[config.mk]
export PLATFORM = sky130hd
export DESIGN_NAME = reg_port_sequencer
export DESIGN_NICKNAME = d
export VERILOG_FILES = /design/src/rtl/reg_port_sequencer.sv
export SDC_FILE = /design/constraint.sdc
export NUM_CORES = 1
export LEC_CHECK = 0
export CAP_MARGIN = 20
export CORE_MARGIN = 2
export CORE_UTILIZATION = 39
export CTS_BUF_LIST = sky130_fd_sc_hd__clkbuf_16
export DETAILED_ROUTE_END_ITERATION = 8
export HOLD_SLACK_MARGIN = 0.1
export PLACE_DENSITY = 0.75
export SYNTH_ARGS = -nofsm -noshare
export SYNTH_HDL_FRONTEND = slang
export SYNTH_SLANG_ARGS = --single-unit
[constraint.sdc]
create_clock -name CLK -period 2.5 [get_ports CLK]
set_clock_uncertainty 0.2 [all_clocks]
set_input_delay 0.5 -clock CLK [delete_from_list [all_inputs] [get_ports CLK]]
set_output_delay 0.5 -clock CLK [all_outputs]
set_load 0.03 [all_outputs]
[src/rtl/reg_port_sequencer.sv]
// -----------------------------------------------------------------------------
// reg_port_sequencer
//
// Front-end sequencer for a single-port register bank with a tri-state read
// port. One accepted request carries an optional write-back plus two operand
// reads (rs, rt). They are serialised onto the bank port in a fixed order:
// write, then rs, then rt. Because the write goes first, a read of the
// write-back address returns the new data within the same instruction.
//
// Optional feature (macro ZERO_REG_EN):
//   defined     - register 0 is hardwired zero. A write-back to address 0
//                 skips the WRITE cycle. Reads of address 0 still run a bus
//                 cycle, but 0 is captured instead of RF_DOUT.
//   not defined - address 0 is an ordinary register.
//
// Ports:
//   CLK      in   system clock, rising edge
//   RST      in   asynchronous reset, active-high
//   REQ      in   request strobe, sampled only while idle
//   WB_EN    in   request includes a write-back
//   WB_ADDR  in   write-back register address
//   WB_DATA  in   write-back data
//   RS_ADDR  in   first operand address
//   RT_ADDR  in   second operand address
//   BUSY     out  high whenever the sequencer is not idle
//   DONE     out  one-cycle pulse; RS_DATA/RT_DATA are valid
//   RS_DATA  out  captured rs operand, held until the next capture
//   RT_DATA  out  captured rt operand, held until the next capture
//   RF_W     out  bank write enable
//   RF_ON    out  bank port enable
//   RF_ADDR  out  bank address
//   RF_DIN   out  bank write data
//   RF_DOUT  in   bank read data (Z unless RF_ON=1 and RF_W=0)
//
// State   | meaning
// --------+-----------------------------------------------------------
// S_IDLE  | waiting for REQ; request fields are latched on acceptance
// S_WRITE | bank write of latched WB_DATA to latched WB_ADDR
// S_RD_RS | bank read of latched RS_ADDR; captured on exit
// S_RD_RT | bank read of latched RT_ADDR; captured on exit
// S_FIN   | DONE pulse; port released; always returns to S_IDLE
// -----------------------------------------------------------------------------
module reg_port_sequencer #(
  parameter int DATA_W = 16,
  parameter int ADDR_W = 4
) (
  input  logic              CLK,
  input  logic              RST,
  input  logic              REQ,
  input  logic              WB_EN,
  input  logic [ADDR_W-1:0] WB_ADDR,
  input  logic [DATA_W-1:0] WB_DATA,
  input  logic [ADDR_W-1:0] RS_ADDR,
  input  logic [ADDR_W-1:0] RT_ADDR,
  output logic              BUSY,
  output logic              DONE,
  output logic [DATA_W-1:0] RS_DATA,
  output logic [DATA_W-1:0] RT_DATA,
  output logic              RF_W,
  output logic              RF_ON,
  output logic [ADDR_W-1:0] RF_ADDR,
  output logic [DATA_W-1:0] RF_DIN,
  input  logic [DATA_W-1:0] RF_DOUT
);

`ifdef ZERO_REG_EN
  localparam bit ZeroReg = 1'b1;
`else
  localparam bit ZeroReg = 1'b0;
`endif

  typedef enum logic [2:0] {
    S_IDLE  = 3'd0,
    S_WRITE = 3'd1,
    S_RD_RS = 3'd2,
    S_RD_RT = 3'd3,
    S_FIN   = 3'd4
  } state_t;

  state_t state_q, state_d;

  // Request fields latched on acceptance; inputs may change freely afterwards.
  logic [ADDR_W-1:0] wb_addr_q, wb_addr_d;
  logic [DATA_W-1:0] wb_data_q, wb_data_d;
  logic [ADDR_W-1:0] rs_addr_q, rs_addr_d;
  logic [ADDR_W-1:0] rt_addr_q, rt_addr_d;

  logic [DATA_W-1:0] rs_data_q, rs_data_d;
  logic [DATA_W-1:0] rt_data_q, rt_data_d;

  // The bank port is driven from flops loaded with the decode of the next
  // state. This keeps it a pure function of the registered state, free of
  // glitches, and lets RF_ADDR/RF_DIN hold their last values outside the
  // bus cycles.
  logic              rf_on_q, rf_on_d;
  logic              rf_w_q, rf_w_d;
  logic [ADDR_W-1:0] rf_addr_q, rf_addr_d;
  logic [DATA_W-1:0] rf_din_q, rf_din_d;

  logic skip_write;
  logic rs_is_zero;
  logic rt_is_zero;

  // A write-back to the hardwired-zero register has no effect, so the WRITE
  // cycle is dropped entirely.
  assign skip_write = ZeroReg && (WB_ADDR == '0);
  assign rs_is_zero = ZeroReg && (rs_addr_q == '0);
  assign rt_is_zero = ZeroReg && (rt_addr_q == '0);

  always_ff @(posedge CLK or posedge RST) begin
    if (RST) begin
      state_q   <= S_IDLE;
      wb_addr_q <= '0;
      wb_data_q <= '0;
      rs_addr_q <= '0;
      rt_addr_q <= '0;
      rs_data_q <= '0;
      rt_data_q <= '0;
      rf_on_q   <= 1'b0;
      rf_w_q    <= 1'b0;
      rf_addr_q <= '0;
      rf_din_q  <= '0;
    end else begin
      state_q   <= state_d;
      wb_addr_q <= wb_addr_d;
      wb_data_q <= wb_data_d;
      rs_addr_q <= rs_addr_d;
      rt_addr_q <= rt_addr_d;
      rs_data_q <= rs_data_d;
      rt_data_q <= rt_data_d;
      rf_on_q   <= rf_on_d;
      rf_w_q    <= rf_w_d;
      rf_addr_q <= rf_addr_d;
      rf_din_q  <= rf_din_d;
    end
  end

  always_comb begin
    state_d   = state_q;
    wb_addr_d = wb_addr_q;
    wb_data_d = wb_data_q;
    rs_addr_d = rs_addr_q;
    rt_addr_d = rt_addr_q;
    rs_data_d = rs_data_q;
    rt_data_d = rt_data_q;

    case (state_q)
      S_IDLE: begin
        if (REQ) begin
          wb_addr_d = WB_ADDR;
          wb_data_d = WB_DATA;
          rs_addr_d = RS_ADDR;
          rt_addr_d = RT_ADDR;
          if (WB_EN && !skip_write) begin
            state_d = S_WRITE;
          end else begin
            state_d = S_RD_RS;
          end
        end
      end
      S_WRITE: begin
        state_d = S_RD_RS;
      end
      S_RD_RS: begin
        rs_data_d = rs_is_zero ? '0 : RF_DOUT;
        state_d   = S_RD_RT;
      end
      S_RD_RT: begin
        rt_data_d = rt_is_zero ? '0 : RF_DOUT;
        state_d   = S_FIN;
      end
      S_FIN: begin
        state_d = S_IDLE;
      end
      default: begin
        state_d = S_IDLE;
      end
    endcase

    // Bank port decode for the cycle that follows this edge.
    rf_on_d   = 1'b0;
    rf_w_d    = 1'b0;
    rf_addr_d = rf_addr_q;
    rf_din_d  = rf_din_q;

    case (state_d)
      S_WRITE: begin
        rf_on_d   = 1'b1;
        rf_w_d    = 1'b1;
        rf_addr_d = wb_addr_d;
        rf_din_d  = wb_data_d;
      end
      S_RD_RS: begin
        rf_on_d   = 1'b1;
        rf_addr_d = rs_addr_d;
      end
      S_RD_RT: begin
        rf_on_d   = 1'b1;
        rf_addr_d = rt_addr_d;
      end
      default: begin
      end
    endcase
  end

  assign BUSY    = (state_q != S_IDLE);
  assign DONE    = (state_q == S_FIN);
  assign RS_DATA = rs_data_q;
  assign RT_DATA = rt_data_q;
  assign RF_ON   = rf_on_q;
  assign RF_W    = rf_w_q;
  assign RF_ADDR = rf_addr_q;
  assign RF_DIN  = rf_din_q;

endmodule

; Word level (Yosys, flattened, before mapping)
; Index checks and enable logic that the tools add are counted.
[word_totals]
ff_bits = 85
latchBits = 0
mem_bits_rw = 0
rom_bits = 0
output_inout_bits = 56
wordCells = 36
memories = 0
[op_classes]
addsub = 0
multipliers = 0
div_mod_pow = 0
order_cmp = 0
n_eq_ne = 7
n_shift = 0
muxes = 14
n_bitwise = 0
n_reduce_logical = 4
[op_table]
columns = operator, n
row1 = 16-bit 2-to-1 mux, 2
row2 = 4-bit 2-to-1 mux, 6
row3 = 3-bit by 2-bit == test with 1-bit output (second input constant), 4
row4 = 3-bit one-hot mux with 4 select lines, 1
row5 = 4-bit one-hot mux with 3 select lines, 1
row6 = 3-bit by 1-bit == test with 1-bit output (second input constant), 2
row7 = 3-bit nonzero test, 2
row8 = 3-bit == test (second input constant), 1
row9 = 3-bit logical NOT, 1
row10 = 3-bit 2-to-1 mux, 1
row11 = 3-bit OR reduction, 1
row12 = 1-bit 2-to-1 mux, 2
row13 = 2-bit 2-to-1 mux, 1

; Depth between registers and ports, before layout
; Gate-level depths: netlist (run 1).
[logic_depth]
ltp_word = 6
ltp_mapped = 6
ltp_nobuf = 4

; Worst setup path before layout (run 1)
; Ideal clock, no wire load.
[synth_path]
kind = register -> output
from = register state_q[0]
to = output DONE
arrival_time_ns = 1.355
path_slack_ns = 0.445
path_stages_with_launch = 3
path_buffers = 1
cell_sequence = dfrtp_1 > buf_2 > nor3b_1
[synth_between]
elab_chain_cells = 1
[synth_rtl]
columns = item, line
row1 = from (decl), 80  ; state_t state_q, state_d;
row2 = from (signal assigned), 124  ; state_q <= state_d;
row3 = 3-bit == test, 207  ; assign DONE = (state_q == S_FIN);
row4 = to (decl), 56  ; output logic DONE,
; No other way between the ends.

; Final worst setup path (run 1)
[layout_path]
from = register state_q[2]
to = output BUSY
[layout_between]
elab_chain_cells = 1
[layout_rtl]
columns = item, line
row1 = 3-bit nonzero test, 206  ; assign BUSY = (state_q != S_IDLE);
row2 = to (decl), 55  ; output logic BUSY,
; No other way between the ends.

==> flow_summary.yaml, run 1 <==
yosys:
  yosysWarnings: 0
  synth.top_cell.area_share_pct: 62.3
  synth.net_count: 261
  synth_cell_types: 27
  seq_area_frac_synth_pct: 62.3
  yosys.area.top_type: "dfrtp_1"
  synthTopCellsByArea: "dfrtp_1 (62%), mux2_2 (16%), nand2_1 (6.5%), mux2i_1 (2.9%), buf_4 (1.4%)"
  syn_area_per_cell_um2: 13.0
  synthCells: 213
  syn_area_um2: 2770
  synth-seq-cells: 69
worst_setup_path:
  cp.required_ns: 1.80
  cp_max_fo: 3
  crit_path_top_delay_cell: "clkdlybuf4s50_1"
  slowest_delay_ns: 0.59
  rrSetupSlack_ns: 0.47
  cp.arrival_ns: 1.68
  crit_type: "flop to primary output"
  crit_path_end_kind: "primary output"
  r2r-end: "RF_ADDR[0]$_DFFE_PP0P_"
  reg2reg_depth: 6
  r2r_start: "state_q[2]$_DFF_PP0_"
  crit_path_cell_trace: "or3_1 -> clkdlybuf4s50_1"
  worst_setup_path_start_kind: "flop"
route:
  wl_per_cell_um: 14.9
  drtPass1Iterations: 4
  dr_total_vias: 1994
  drc: 0
  drt_iter0_drc: 68
  wl_um: 6400
  detail-route-antenna-nets: 0
  vias_per_cell: 4.65
clocking:
  cts.sinks: 69
  clockRootBuffer: "clkbuf_16"
  cts-hold-fix-buffers: 0
  post_cts_buffers: 0
  insertion_delay_ns: 0.32
  numCtsBuffers: 9
  cts_resized: 0
  path_clk_slew_ns: 0.05
  htreeDepth: 3
  cts_tree: "yes"
  cts.path.max_buffers: 2
global_routing:
  grt.overflow.total: 0
  antenna_found_initial: 0
  grt_usage_pct: 17.8
  grt_pass1_vias: 2098
  grt_max_degree: 40
  grt_pass1_wl_um: 10200
hold_path:
  hold_depth: 2
  hold_path_end: "RT_DATA[2]$_DFFE_PP0N_"
  hp-class: "flop to flop"
  min-delay-start: "RT_DATA[2]$_DFFE_PP0N_"
place:
  dp.cells: 413
  port_buffers: 103
  hpwl_um: 4640
  place_congestion: 0.849
pwr:
  comb_power_share_pct: 50.3
  intPower_w: 0.00409
  switching_share_pct: 38.1
  ir_worst_vdd_mv: 0.791
  p_switching_w: 0.00252
  p_leak_nw: 1.87
  power_density_nw_per_um2: 1550
  power.share.sequential_pct: 29.9
  p_clk_share_pct: 19.8
sta:
  maxSlewViolCount: 0
  tightest_slew_ns: 0.520
  fin_setup_tns_ns: 0
  slew_headroom_pct: 65.1
  post-route-period-util_pct: 95.2
  period_minus_slack_ns: 2.38
  setup_viol: 0
  rsz0062_at_grt: "no"
  hold_viol_final: 0
  fmax_ghz: 0.420
layout:
  fin_cells: 429
  diodes: 0
  area_growth_pct: 53.7
  final.fill_count: 574
  drive_above_1_share_pct: 20.7
  finalNetCount: 376
floorplan:
  fp.dieH_um: 88.3
  core.rowCount: 30
  core-area_um2: 6830
  dieArea_um2: 7790
  die_x_um: 88.3
  start_util_pct: 40.5
  pin_count: 104
job:
  max-cap-violations: 0
run_status:
  status: "finished clean"
==> Yosys cell counts (all sizes together) <==
library cell	instances
nor3b	2
nor2b	2
nand3b	1
nor2	1
or3b	4
o31a	1
o221ai	4
dfrtp	69
buf	9
nor4b	1
mux2	40
mux2i	8
or3	1
clkinv	1
a21o	1
a21oi	5
o21bai	1
inv	6
o21ai	1
nand2	49
o21a	4
clkbuf	1
nand2b	1
==> routing by layer <==
metal / wire, µm / track usage [%] / vias up / part of all wire (%)
met5: 0 / 0 / - / 0
li1: - / - / 955 / -
met4: 84 / 7.44 / 0 / 1.3
met3: 433 / 6.25 / 7 / 6.8
met2: 3240 / 28.9 / 58 / 51
met1: 2640 / 21.7 / 974 / 41
==> how the worst max path moves through the flow <==
stage | start | endpoint | slack [ns] | cells after the start
6_report | state_q[2]$_DFF_PP0_ | BUSY | 0.12 | 2
2_1_floorplan | RST | RF_ADDR[0]$_DFFE_PP0P_ | 0.06 | 1
3_3_place_gp | REQ | RF_ADDR[0]$_DFFE_PP0P_ | 0.11 | 6
4_1_cts | state_q[2]$_DFF_PP0_ | BUSY | 0.11 | 2
5_1_grt | state_q[0]$_DFF_PP0_ | BUSY | 0.05 | 2
3_5_place_dp | REQ | RF_ADDR[0]$_DFFE_PP0P_ | 0.08 | 6
==> final cells by class <==
type                            count  area, µm²  area share (%)
Multi-Input combinational cell    127        957            22.5
Sequential cell                    69       1730            40.5
Clock buffer                        9        225            5.29
Timing Repair Buffer              114       1110            26.1
Clock inverter                      7       90.1            2.12
Tap cell                           96        120            2.82
Inverter                            7       26.3           0.617
==> cells by family (layout without fill, tap and decap cells) <==
group	count (synthesis)	after routing	synth area share [%]
DFF	69	69	62.3
and+or+nand+nor	62	62	11.1
muxes	48	48	19.2
AOI/OAI and AO/OA	17	17	4.29
buffers and inverters	17	137	3.12
==> power by group through the flow <==
| stage | combinational, W | sequential (W) | clock [W] |
|---|---|---|---|
| floorplan | 0.00117 | 0.00284 | 0 |
| global placement | 0.00330 | 0.00197 | 0 |
| detailed placement | 0.00335 | 0.00200 | 0 |
| CTS | 0.00337 | 0.00199 | 0.00134 |
| global route | 0.00355 | 0.00205 | 0.00140 |
| finish | 0.00332 | 0.00198 | 0.00131 |
==> flip-flops by register name, indices dropped and copies added, names as in the netlist <==
name / cells
RF_ADDR: 4
state_q: 3
rs_addr_q: 4
wb_addr_q: 4
RF_DIN: 16
RF_W: 1
RS_DATA: 16
rt_addr_q: 4
RT_DATA: 16
RF_ON: 1
==> layout by cell type, fill, tap and decap left out, types with 2 or more instances in the layout <==
master           count
a21oi_1              5
o221ai_1             4
inv_1                5
buf_4               11
clkbuf_16            9
mux2i_1              8
clkinv_4             2
o21a_1               4
bufinv_16            2
clkdlybuf4s50_1    103
or3b_1               4
mux2_2              40
clkinv_1             3
nor2b_1              2
dfrtp_1             69
nand2_1             48
==> worst max-delay path: cells and delay by family (launching register included) <==
family	cells	cell delay [ns]
buffers and inverters	1	0.59
flip-flops	1	0.40
AND/OR/NAND/NOR	1	0.37
==> metrics by stage <==
| stage | power (W) | hold slack, ns | cell area (µm²) | setup slack [ns] | util, % |
|---|---|---|---|---|---|
| floorplan | 0.00401 | 0.246 | 2770 | 0.0601 | - |
| global placement | 0.00527 | 0.256 | 3940 | 0.111 | 57.7 |
| detailed placement | 0.00535 | 0.262 | 3940 | 0.0838 | 57.7 |
| CTS | 0.00670 | 0.283 | 4260 | 0.114 | 62.3 |
| global route | 0.00700 | 0.306 | 4260 | 0.0515 | 62.3 |
| finish | 0.00661 | 0.274 | 4260 | 0.120 | 62.3 |
Power figures use the tool's default switching activity.
==> run 2, diff against run 1 <==
--- a/config.mk
+++ b/config.mk
@@ -12,6 +12,7 @@
 export DETAILED_ROUTE_END_ITERATION = 8
 export HOLD_SLACK_MARGIN = 0.1
 export PLACE_DENSITY = 0.75
+export SLEW_MARGIN = 20
 export SYNTH_ARGS = -nofsm -noshare
 export SYNTH_HDL_FRONTEND = slang
 export SYNTH_SLANG_ARGS = --single-unit
==> results of run 2 <==
Final layout, timing and power as in run 1 (identical DEF).
==> run 3, diff against run 2 <==
--- a/config.mk
+++ b/config.mk
@@ -7,11 +7,11 @@
 export LEC_CHECK = 0
 export CAP_MARGIN = 20
 export CORE_MARGIN = 2
-export CORE_UTILIZATION = 39
+export CORE_UTILIZATION = 43
 export CTS_BUF_LIST = sky130_fd_sc_hd__clkbuf_16
 export DETAILED_ROUTE_END_ITERATION = 8
 export HOLD_SLACK_MARGIN = 0.1
-export PLACE_DENSITY = 0.75
+export PLACE_DENSITY = 0.78
 export SLEW_MARGIN = 20
 export SYNTH_ARGS = -nofsm -noshare
 export SYNTH_HDL_FRONTEND = slang
==> constraint.sdc (replaced) <==
create_clock -name CLK -period 2.4 [get_ports CLK]
set_clock_uncertainty 0.2 [all_clocks]
set_input_delay 0.48 -clock CLK [delete_from_list [all_inputs] [get_ports CLK]]
set_output_delay 0.48 -clock CLK [all_outputs]
set_load 0.03 [all_outputs]
==> run 3 against run 2 <==
Against the previous run: sequential share of layout area about the same; worst setup slack better by 0.099 ns; non-clock buffer count decreased by 3; worst hold slack improved by 0.0025 ns; cell count shrank 5.1%; design area about the same; core utilization up 5.4 points; global-route usage grew 0.88 points; die area fell by 8.9%; critical endpoint unchanged; largest cell class unchanged; largest power group unchanged; highest routed layer unchanged.
==> flow_summary.yaml, run 3 (synthesized netlist as in run 1, its figures left out) <==
floorplan:
  core-area_um2: 6280
  core.rowCount: 29
  die_x_um: 84.3
  dieArea_um2: 7100
  fp.dieH_um: 84.3
  start_util_pct: 44.1
  pin_count: 104
route:
  wl_per_cell_um: 15.6
  dr_total_vias: 1997
  detail-route-antenna-nets: 0
  drt_iter0_drc: 109
  drtPass1Iterations: 4
  drc: 0
  vias_per_cell: 4.91
  wl_um: 6350
layout:
  final_cell_mix: "clkdlybuf4s50_1 (101), dfrtp_1 (69), nand2_1 (48)"
  finalNetCount: 373
  fin_area_um2: 4260
  drive_above_1_share_pct: 19.7
  area_growth_pct: 53.6
  diodes: 0
  final_common_cell: "clkdlybuf4s50_1"
  final.fill_count: 491
worst_setup_path:
  r2r_start: "state_q[2]$_DFF_PP0_"
  cp_max_fo: 5
  slowest_delay_ns: 0.43
  cp_top_family: "flip-flops"
  rrSetupSlack_ns: 0.36
  worst_setup_path_start_kind: "flop"
  reg2reg_depth: 6
  r2r-end: "RF_ADDR[2]$_DFFE_PP0P_"
  crit_path_end_kind: "primary output"
  cp.arrival_ns: 1.50
  critical_path_buf_inv_count: 1
  crit_type: "flop to primary output"
  crit_path_top_delay_cell: "dfrtp_1"
  cp.required_ns: 1.72
  crit_path_cell_trace: "or3_1 -> dlygate4sd2_1"
sta:
  fin_setup_tns_ns: 0
  fmax_ghz: 0.458
  hold_viol_final: 0
  tightest_slew_ns: 0.532
  whs_ns: 0.276
  slew_headroom_pct: 64.3
  period_minus_slack_ns: 2.18
  layout_setup_ws_ns: 0.219
  setup_viol: 0
  rsz0062_at_grt: "no"
  post-route-period-util_pct: 90.9
  maxSlewViolCount: 0
global_routing:
  grt_pass1_wl_um: 10400
  grt_usage_pct: 18.7
  grt.overflow.total: 0
  grt_max_degree: 70
  antenna_found_initial: 0
  grt_pass1_vias: 2151
run_status:
  status: "finished clean"
clocking:
  htreeDepth: 3
  cts.path.max_buffers: 2
  cts_tree: "yes"
  clockRootBuffer: "clkbuf_16"
  path_clk_slew_ns: 0.05
  insertion_delay_ns: 0.31
  numCtsBuffers: 9
  cts.sinks: 69
  post_cts_buffers: 0
pwr:
  ir_worst_vdd_mv: 0.893
  finalPower_w: 0.00696
  power_density_nw_per_um2: 1640
  p_leak_nw: 1.88
hold_path:
  min-delay-start: "wb_addr_q[2]$_DFF_PP0_"
  hp-class: "flop to flop"
  hold_path_end: "wb_addr_q[2]$_DFF_PP0_"
  hold_depth: 2
place:
  port_buffers: 103
  place_ws_ns: 0.0420
  placed_area_um2: 3930
  hpwl_um: 4430
  place_congestion: 0.781
job:
  max-cap-violations: 0
## run 3: worst min-delay path: cells and delay by family, from the launching register on
kind	cells	cell delay (ns)
buffers and inverters	1	0.05
flip-flops	1	0.31
multiplexers	1	0.08
## run 3: routing by layer
layer | up-vias | part of all wire [%] | global-route usage [%] | wire length [µm]
met4 | 0 | 0.90 | 5.87 | 57
met5 | - | 0 | 0 | 0
met1 | 979 | 42 | 23.8 | 2680
met2 | 65 | 51 | 31.2 | 3240
met3 | 6 | 5.9 | 4.92 | 374
li1 | 947 | - | - | -
## run 3: per-stage QoR
| stage | utilization, % | cells |
|---|---|---|
| detailed placement | 62.5 | 391 |
| global route | 67.8 | 407 |
| floorplan | - | 213 |
| CTS | 67.8 | 407 |
| global placement | 62.5 | 391 |
| finish | 67.8 | 407 |
## run 3: how the worst max path moves through the flow
stage	start	endpoint	slack (ns)	depth (start not counted)
2_1_floorplan	state_q[0]$_DFF_PP0_	DONE	0.37	2
3_3_place_gp	REQ	RF_DIN[2]$_DFFE_PP0P_	0.08	4
3_5_place_dp	REQ	RF_DIN[6]$_DFFE_PP0P_	0.04	4
4_1_cts	state_q[2]$_DFF_PP0_	BUSY	0.20	2
5_1_grt	state_q[2]$_DFF_PP0_	BUSY	0.16	2
6_report	state_q[2]$_DFF_PP0_	BUSY	0.22	2
## run 3: power breakdown
part	internal [W]	switching (W)
logic	0.00158	0.00185
clock network	0.00100	0.000459
registers	0.00176	0.000317
total	0.00434	0.00262
## run 3: cell type report
cell class / count / area, µm² / share of cell area, %
flip-flops and latches: 69 / 1730 / 40.6
clock inverters: 7 / 106 / 2.50
multi-input cells: 127 / 957 / 22.5
clock buffers: 9 / 225 / 5.29
repair buffers: 111 / 1110 / 26.2
well taps: 77 / 96.3 / 2.26
inverters: 7 / 30.0 / 0.706
## run 3: timing repair
action                                  in CTS  in global routing
resized for setup                            2                  0
endpoints found under the setup margin       2                  0
hold buffers                                 0                  0
